<file path="src/rtl/mode_sequencer.sv">
// Display mode sequencer: arbitrates button/IR/host requests and applies them on frame boundaries.
// Define MODE_SEQ_BLANK_EN to blank the output for BLANK_FRAMES frames around each mode switch.
module mode_sequencer #(
    parameter int NUM_MODES    = 6,
    parameter int RESET_MODE   = 1,
    parameter int BLANK_FRAMES = 2
) (
    input  logic       i_clk,
    input  logic       i_rst,
    input  logic       i_btn_step,
    input  logic       i_ir_valid,
    input  logic [2:0] i_ir_mode,
    input  logic       i_host_valid,
    input  logic [2:0] i_host_mode,
    input  logic       i_vsync,
    output logic [2:0] o_current_mode,
    output logic       o_mode_changed,
    output logic       o_blank,
    output logic       o_busy,
    output logic       o_req_dropped
);

    localparam logic [3:0] LP_NUM_MODES  = 4'(NUM_MODES);
    localparam logic [2:0] LP_LAST_MODE  = 3'(NUM_MODES - 1);
    localparam logic [2:0] LP_RESET_MODE = 3'(RESET_MODE);

    if (NUM_MODES < 2 || NUM_MODES > 8 || RESET_MODE >= NUM_MODES ||
        BLANK_FRAMES < 1 || BLANK_FRAMES > 15) begin : g_param_check
        $error("mode_sequencer: parameter out of range");
    end

`ifdef MODE_SEQ_BLANK_EN
    localparam logic [3:0] LP_LAST_FRAME = 4'(BLANK_FRAMES - 1);
    typedef enum logic [1:0] {StIdle, StArm, StBlank, StSettle} state_e;
`else
    typedef enum logic [0:0] {StIdle, StArm} state_e;
`endif

    state_e     r_state, w_state_d;
    logic       r_vsync_prev;
    logic [2:0] r_cur, w_cur_d;
    logic [2:0] r_tgt, w_tgt_d;
    logic       r_changed, w_changed_d;
    logic       r_dropped, w_dropped_d;
    logic       r_slot_valid, w_slot_valid_d;
    logic       r_slot_btn, w_slot_btn_d;
    logic [2:0] r_slot_mode, w_slot_mode_d;
`ifdef MODE_SEQ_BLANK_EN
    logic       r_blank, w_blank_d;
    logic [3:0] r_frame_cnt, w_frame_cnt_d;
`endif

    logic       w_vs_edge, w_host_ok, w_ir_ok, w_win_valid, w_win_btn, w_multi, w_arb_drop;
    logic [2:0] w_win_mode, w_next_mode;
    logic       w_launch_valid, w_launch_btn;
    logic [2:0] w_launch_mode, w_launch_tgt;

    assign w_vs_edge   = i_vsync & ~r_vsync_prev;
    assign w_host_ok   = i_host_valid && ({1'b0, i_host_mode} < LP_NUM_MODES);
    assign w_ir_ok     = i_ir_valid && ({1'b0, i_ir_mode} < LP_NUM_MODES);
    assign w_win_valid = w_host_ok | w_ir_ok | i_btn_step;
    assign w_win_btn   = ~w_host_ok & ~w_ir_ok;
    assign w_win_mode  = w_host_ok ? i_host_mode : i_ir_mode;
    assign w_multi     = (w_host_ok & w_ir_ok) | ((w_host_ok | w_ir_ok) & i_btn_step);
    assign w_arb_drop  = (i_host_valid & ~w_host_ok) | (i_ir_valid & ~w_ir_ok) | w_multi;
    assign w_next_mode = (r_cur == LP_LAST_MODE) ? 3'd0 : r_cur + 3'd1;

    always_comb begin
        w_state_d      = r_state;
        w_cur_d        = r_cur;
        w_tgt_d        = r_tgt;
        w_changed_d    = 1'b0;
        w_dropped_d    = w_arb_drop;
        w_slot_valid_d = r_slot_valid;
        w_slot_btn_d   = r_slot_btn;
        w_slot_mode_d  = r_slot_mode;
        w_launch_valid = 1'b0;
        w_launch_btn   = 1'b0;
        w_launch_mode  = 3'd0;
        w_launch_tgt   = 3'd0;
`ifdef MODE_SEQ_BLANK_EN
        w_blank_d      = r_blank;
        w_frame_cnt_d  = r_frame_cnt;
`endif
        if (r_state == StIdle) begin
            // The slot is older than any new winner, so it goes first and the winner takes its place.
            if (r_slot_valid) begin
                w_launch_valid = 1'b1;
                w_launch_btn   = r_slot_btn;
                w_launch_mode  = r_slot_mode;
                w_slot_valid_d = w_win_valid;
                w_slot_btn_d   = w_win_btn;
                w_slot_mode_d  = w_win_mode;
            end else if (w_win_valid) begin
                w_launch_valid = 1'b1;
                w_launch_btn   = w_win_btn;
                w_launch_mode  = w_win_mode;
            end
            w_launch_tgt = w_launch_btn ? w_next_mode : w_launch_mode;
            if (w_launch_valid && (w_launch_tgt != r_cur)) begin
                w_tgt_d   = w_launch_tgt;
                w_state_d = StArm;
            end
        end else if (w_win_valid) begin
            w_slot_valid_d = 1'b1;
            w_slot_btn_d   = w_win_btn;
            w_slot_mode_d  = w_win_mode;
            if (r_slot_valid) w_dropped_d = 1'b1;
        end

        case (r_state)
            StIdle: ;
`ifdef MODE_SEQ_BLANK_EN
            StArm: if (w_vs_edge) begin
                w_blank_d     = 1'b1;
                w_frame_cnt_d = 4'd0;
                w_state_d     = StBlank;
            end
            StBlank: if (w_vs_edge) begin
                if (r_frame_cnt == LP_LAST_FRAME) begin
                    w_cur_d     = r_tgt;
                    w_changed_d = 1'b1;
                    w_state_d   = StSettle;
                end else begin
                    w_frame_cnt_d = r_frame_cnt + 4'd1;
                end
            end
            StSettle: if (w_vs_edge) begin
                w_blank_d = 1'b0;
                w_state_d = StIdle;
            end
`else
            StArm: if (w_vs_edge) begin
                w_cur_d     = r_tgt;
                w_changed_d = 1'b1;
                w_state_d   = StIdle;
            end
`endif
            default: w_state_d = StIdle;
        endcase
    end

    always_ff @(posedge i_clk or posedge i_rst) begin
        if (i_rst) begin
            r_state      <= StIdle;
            r_vsync_prev <= 1'b0;
            r_cur        <= LP_RESET_MODE;
            r_tgt        <= LP_RESET_MODE;
            r_changed    <= 1'b0;
            r_dropped    <= 1'b0;
            r_slot_valid <= 1'b0;
            r_slot_btn   <= 1'b0;
            r_slot_mode  <= 3'd0;
`ifdef MODE_SEQ_BLANK_EN
            r_blank      <= 1'b0;
            r_frame_cnt  <= 4'd0;
`endif
        end else begin
            r_state      <= w_state_d;
            r_vsync_prev <= i_vsync;
            r_cur        <= w_cur_d;
            r_tgt        <= w_tgt_d;
            r_changed    <= w_changed_d;
            r_dropped    <= w_dropped_d;
            r_slot_valid <= w_slot_valid_d;
            r_slot_btn   <= w_slot_btn_d;
            r_slot_mode  <= w_slot_mode_d;
`ifdef MODE_SEQ_BLANK_EN
            r_blank      <= w_blank_d;
            r_frame_cnt  <= w_frame_cnt_d;
`endif
        end
    end

    assign o_current_mode = r_cur;
    assign o_mode_changed = r_changed;
    assign o_busy         = (r_state != StIdle) | r_slot_valid;
    assign o_req_dropped  = r_dropped;
`ifdef MODE_SEQ_BLANK_EN
    assign o_blank        = r_blank;
`else
    assign o_blank        = 1'b0;
`endif

endmodule
</file>
<file path="config.mk">
export PLATFORM = sky130hd
export DESIGN_NAME = mode_sequencer
export DESIGN_NICKNAME = d
export VERILOG_FILES = /design/src/rtl/mode_sequencer.sv
export SDC_FILE = /design/constraint.sdc
export NUM_CORES = 1
export LEC_CHECK = 0
export ABC_AREA = 0
export BUFFER_PORTS_ARGS = -buffer_cell sky130_fd_sc_hd__buf_2
export CORE_UTILIZATION = 48
export CTS_CLUSTER_DIAMETER = 150
export DETAILED_ROUTE_END_ITERATION = 16
export GPL_TIMING_DRIVEN = 0
export HOLD_SLACK_MARGIN = 0.15
export PLACE_DENSITY = 0.74
export SETUP_SLACK_MARGIN = 0.02
export SYNTH_ARGS = -nofsm -noshare
export SYNTH_HDL_FRONTEND = slang
export SYNTH_SLANG_ARGS = --single-unit
</file>
<file path="constraint.sdc">
create_clock -name i_clk -period 2.4 [get_ports i_clk]
set_clock_uncertainty 0.2 [all_clocks]
set_input_delay 0.48 -clock i_clk [delete_from_list [all_inputs] [get_ports i_clk]]
set_output_delay 0.48 -clock i_clk [all_outputs]
set_load 0.03 [all_outputs]
</file>
After elaboration in Yosys (flattened, before gate mapping)
Cells that the tools add are included.
Widths: inputs -> output; s select.
{ "totals": {"elab_cells": 68, "inputBits": 12, "regBits": 15} }
{ "op_classes": {"n_eq_ne": 3, "mux": 30, "n_bitwise": 16, "addsub": 1, "n_reduce_logical": 7, "n_lt_le_gt_ge": 2} }
{ "ops": {"columns": ["operator", "n"], "rows": [
  ["$mux 3", 9],
  ["$mux 1", 21],
  ["$and 1x1->1", 6],
  ["$lt 3x3->1 const B", 2],
  ["$or 1x1->1", 6],
  ["$reduce_and 2->1", 3],
  ["$not 1->1", 4],
  ["$add 3x1->3 const B", 1],
  ["$eq 3x3->1 const B", 1],
  ["$logic_and 1x1->1", 3],
  ["$ne 3x3->1", 1],
  ["$ne 2x1->1 const B", 1],
  ["$reduce_bool 2->1", 1]
]} }

Logic depth before layout (Yosys ltp)
{ "depth": {"depth_word": 14, "depth_mapped": 7, "depth_no_buf": 6} }

Worst setup path after synthesis
OpenSTA, ideal clock, no wires.
{ "synth_timing": {"path_kind": "flip-flop to flip-flop", "from": "register r_cur[0], in the netlist o_current_mode[0]", "to": "register r_tgt[1]", "path_slack_ns": -0.336, "stages_incl_launch_ff": 7, "t_arrival_ns": 2.408, "required_ns": 2.072, "setup_time_ns": 0.128, "cell_sequence": "dfstp_2 buf_6 or3b_1 a2111o_1 a311o_2 a41oi_2 mux2_1"} }
{ "synth_via": {"elab_chain_len": 6, "elab_cells_between_ends": 7, "cone_classes": "add/sub: 1; eq/ne: 2; mux: 2; reduce/logical: 2"} }
{ "synth_rtl": {"columns": ["element", "line_no", "rtl"], "rows": [
  ["start: declaration", "41", "logic [2:0] r_cur, w_cur_d;"],
  ["start signal: assignment", "161", "r_cur <= w_cur_d;"],
  ["$add 3x1->3 or $eq 3x3->1 (tied branches)", "66", "assign w_next_mode = (r_cur == LP_LAST_MODE) ? 3'd0 : r_cur + 3'd1;"],
  ["$mux 3", "66", null],
  ["$mux 3", "99", "w_launch_tgt = w_launch_btn ? w_next_mode : w_launch_mode;"],
  ["$ne 3x3->1", "100", "if (w_launch_valid && (w_launch_tgt != r_cur)) begin"],
  ["$logic_and 1x1->1", "100", null],
  ["$reduce_and 2->1 (no source line)", null, null],
  ["end signal: assignment", "162", "r_tgt <= w_tgt_d;"],
  ["end: declaration", "42", "logic [2:0] r_tgt, w_tgt_d;"]
]} }
Several ways; a longest one is shown, not always the timed one.
A chain may end at the register's enable or synchronous reset.

Worst setup path after layout
Same ends and word-level chain as after synthesis.

==> metrics.cfg <==
[clock_network]
cts_max_level=1
clock-sinks=15
clk_latency_ns=0.28
cts_tree=done
cts_buffer_depth=2
root_buffer=clkbuf_4
clkTransAtPathRegs_ns=0.09
numCtsBuffers=3

[synthesis]
syn-num-nets=124
post-synth-top-area-cell=dfrtp_1
synth_cell_types=43
ys_ff_latch=15
synth.area.top_cells=dfrtp_1 (33%), dfstp_2 (5.3%), nand2_1 (4.2%), o21ai_0 (4.0%), nand2b_1 (3.8%)
async_flop_share=1.00
ys_seq_area_frac=0.381
syn_area_um2=991
yosys_warnings=0
synth_ff_type=dfrtp_1
synth-edff-count=0
avgSynthCellArea_um2=8.85
synthesis.instances=112
synth_top_cell_area_share=0.328

[die]
io_pins=19
die_h_um=47.4
die_area_um2=2250
core_area_um2=1940
rows=16
floorplan.initialDensity=0.510
dieWidth_um=47.4

[run_status]
violations=negative setup slack
status=complete, but fails checks

[flow_run]
drv_cap=0

[critical_path]
ff2ff_setup_slack_ns=-0.15
start_kind=flop
crit_fanout=5
critPathCaptureType=flop
r2r-start=o_current_mode[0]$_DFFE_PP1P_
cp.arrival_ns=2.52
reg2reg_depth=5
reg2reg_to=r_tgt[1]$_DFFE_PP0P_
critPathKind=flop to flop
cp.required_ns=2.37

[drt]
avgRoutedWirePerCell_um=13.8
wirelength_mm=2.30
ant_nets=0
drtIter0Drc=32
drt_pre_antenna_iters=4
drc_errors=0
via_count=919
via_per_inst=5.54

[layout]
fin_nets=152
fin_area_um2=1220
fillCellCount=166
antenna_cells=0
drive_gt1_frac=0.317
syn2layout_area_growth_pct=23.1

[timing]
min_period_ns=2.55
hold_violations=0
setup_violations=4
finalSetupTns_ns=-0.539
fmax_mhz=392
drv_slew=0
period_share=1.06
rsz0062_at_grt=yes
tightest_slew_ns=0.559
worst_slack_ns=-0.154
maxSlewHeadroom=0.627

[placement]
hpwl_mm=1.71
post_dp_cell_area_um2=1110
place_congestion=0.862
io_buffers=17

[pwr]
swShare=0.441
p_leak_nw=0.543
p_seq_frac=0.335
power.density_nw_per_um2=1110
irDropWorstVdd_v=0.000598
clock_power_share=0.106
p_int_mw=0.758
pwr-share-comb=0.559
switching_power_mw=0.597

[worst_hold_path]
whs_endpoint=r_slot_mode[2]$_DFFE_PP0P_
holdCritPathClass=flop to flop
hold_depth=2
min_from=r_slot_mode[2]$_DFFE_PP0P_

[global_route]
grt_pass1_vias=788
grt_pass1_wl_mm=3.42
grt_max_degree=16
antenna_found_initial=0
gr-total-overflow=0
grt.total_usage=0.218

cell type report:
type,count,area (um2),area share
Sequential cell,15,378,0.310
Inverter,8,30.0,0.0246
Clock buffer,3,22.5,0.0185
Clock inverter,1,5.00,0.00410
Timing Repair Buffer,24,143,0.117
Buffer,3,15.0,0.0123
Tap cell,27,33.8,0.0277
Multi-Input combinational cell,85,593,0.486
power groups by stage:
stage / clock (mW) / sequential [mW] / combinational [mW]
detailed placement: 0 / 0.447 / 0.637
global route: 0.161 / 0.471 / 0.828
floorplan: 0 / 0.494 / 0.438
CTS: 0.151 / 0.445 / 0.770
global placement: 0 / 0.440 / 0.617
finish: 0.144 / 0.454 / 0.757
per-layer routing:
layer,GRT usage,routed length (um),up-vias
li1,-,-,464
met1,0.298,1100,431
met2,0.362,1120,22
met3,0.0226,67,2
met4,0.0686,14,0
met5,0,0,-
timing repair:
action	4_1_cts	5_1_grt
resized for setup	6	1
buffers inserted	5	0
pin swaps	1	0
endpoints found under the setup margin	4	4
hold buffers	2	0
endpoints found under the hold margin	14	0
cells in the final DEF, fill, tap and decap left out, drive strengths merged, types with 3 or more instances in the layout:
| cell | count |
|---|---|
| buf | 23 |
| dfrtp | 13 |
| nand2 | 11 |
| o21ai | 8 |
| inv | 8 |
| nor2 | 7 |
| nand2b | 6 |
| a21oi | 6 |
| nor3 | 5 |
| clkbuf | 5 |
| a31oi | 4 |
| mux2 | 4 |
| a21boi | 3 |
sequential cells by signal (all words and copies together), names as in the netlist:
name,cells
r_slot_valid,1
o_req_dropped,1
o_mode_changed,1
r_tgt,3
r_state,1
o_current_mode,3
r_vsync_prev,1
r_slot_btn,1
r_slot_mode,3
critical path, cell delays in order, from the launching register on:
cell      delay, ns
dfstp_2        0.57
or3b_4         0.40
a2111o_1       0.38
a311o_2        0.37
a41oi_4        0.20
mux2_4         0.33
kinds of logic after synthesis:
family	count (synthesis)	share of synthesized area
AOI/OAI and AO/OA	38	0.287
xor gates and xnor gates	1	0.00884
buffers and inverters	12	0.0568
DFF	15	0.381
muxes	6	0.0657
other	1	0.00378
and+or+nand+nor	39	0.197
cell usage after synthesis, types with 2 or more instances:
master,number
mux2_1,2
a21o_1,2
dfstp_2,2
nor2b_1,2
nand3_1,2
a31oi_1,4
nand2b_1,6
a2111o_1,2
mux2i_1,2
nor2_1,7
nor3_1,5
o21ai_0,8
a21oi_1,6
inv_1,8
nand2_1,11
mux2_2,2
a21bo_2,2
dfrtp_1,13
clkbuf_1,2
worst max path at each step:
stage,from,to,slack [ns]
after CTS,o_current_mode[0]$_DFFE_PP1P_,r_tgt[1]$_DFFE_PP0P_,-0.21
after floorplan,o_current_mode[0]$_DFFE_PP1P_,r_tgt[1]$_DFFE_PP0P_,-0.33
after detailed placement,o_current_mode[0]$_DFFE_PP1P_,r_tgt[1]$_DFFE_PP0P_,-0.35
final,o_current_mode[0]$_DFFE_PP1P_,r_tgt[1]$_DFFE_PP0P_,-0.15
after global placement,o_current_mode[0]$_DFFE_PP1P_,r_tgt[1]$_DFFE_PP0P_,-0.31
after global routing,o_current_mode[0]$_DFFE_PP1P_,r_tgt[1]$_DFFE_PP0P_,-0.24
metrics by stage:
| step | utilization | instances | hold slack [ns] | power (mW) | worst slack [ns] |
|---|---|---|---|---|---|
| after global routing | 0.628 | 166 | 0.328 | 1.46 | -0.239 |
| after detailed placement | 0.572 | 156 | 0.279 | 1.08 | -0.353 |
| final | 0.628 | 166 | 0.295 | 1.35 | -0.154 |
| after CTS | 0.631 | 167 | 0.303 | 1.37 | -0.208 |
| after global placement | 0.572 | 156 | 0.265 | 1.06 | -0.311 |
| after floorplan | - | 112 | 0.180 | 0.932 | -0.335 |
No activity file was read; power rests on OpenSTA's default activity.
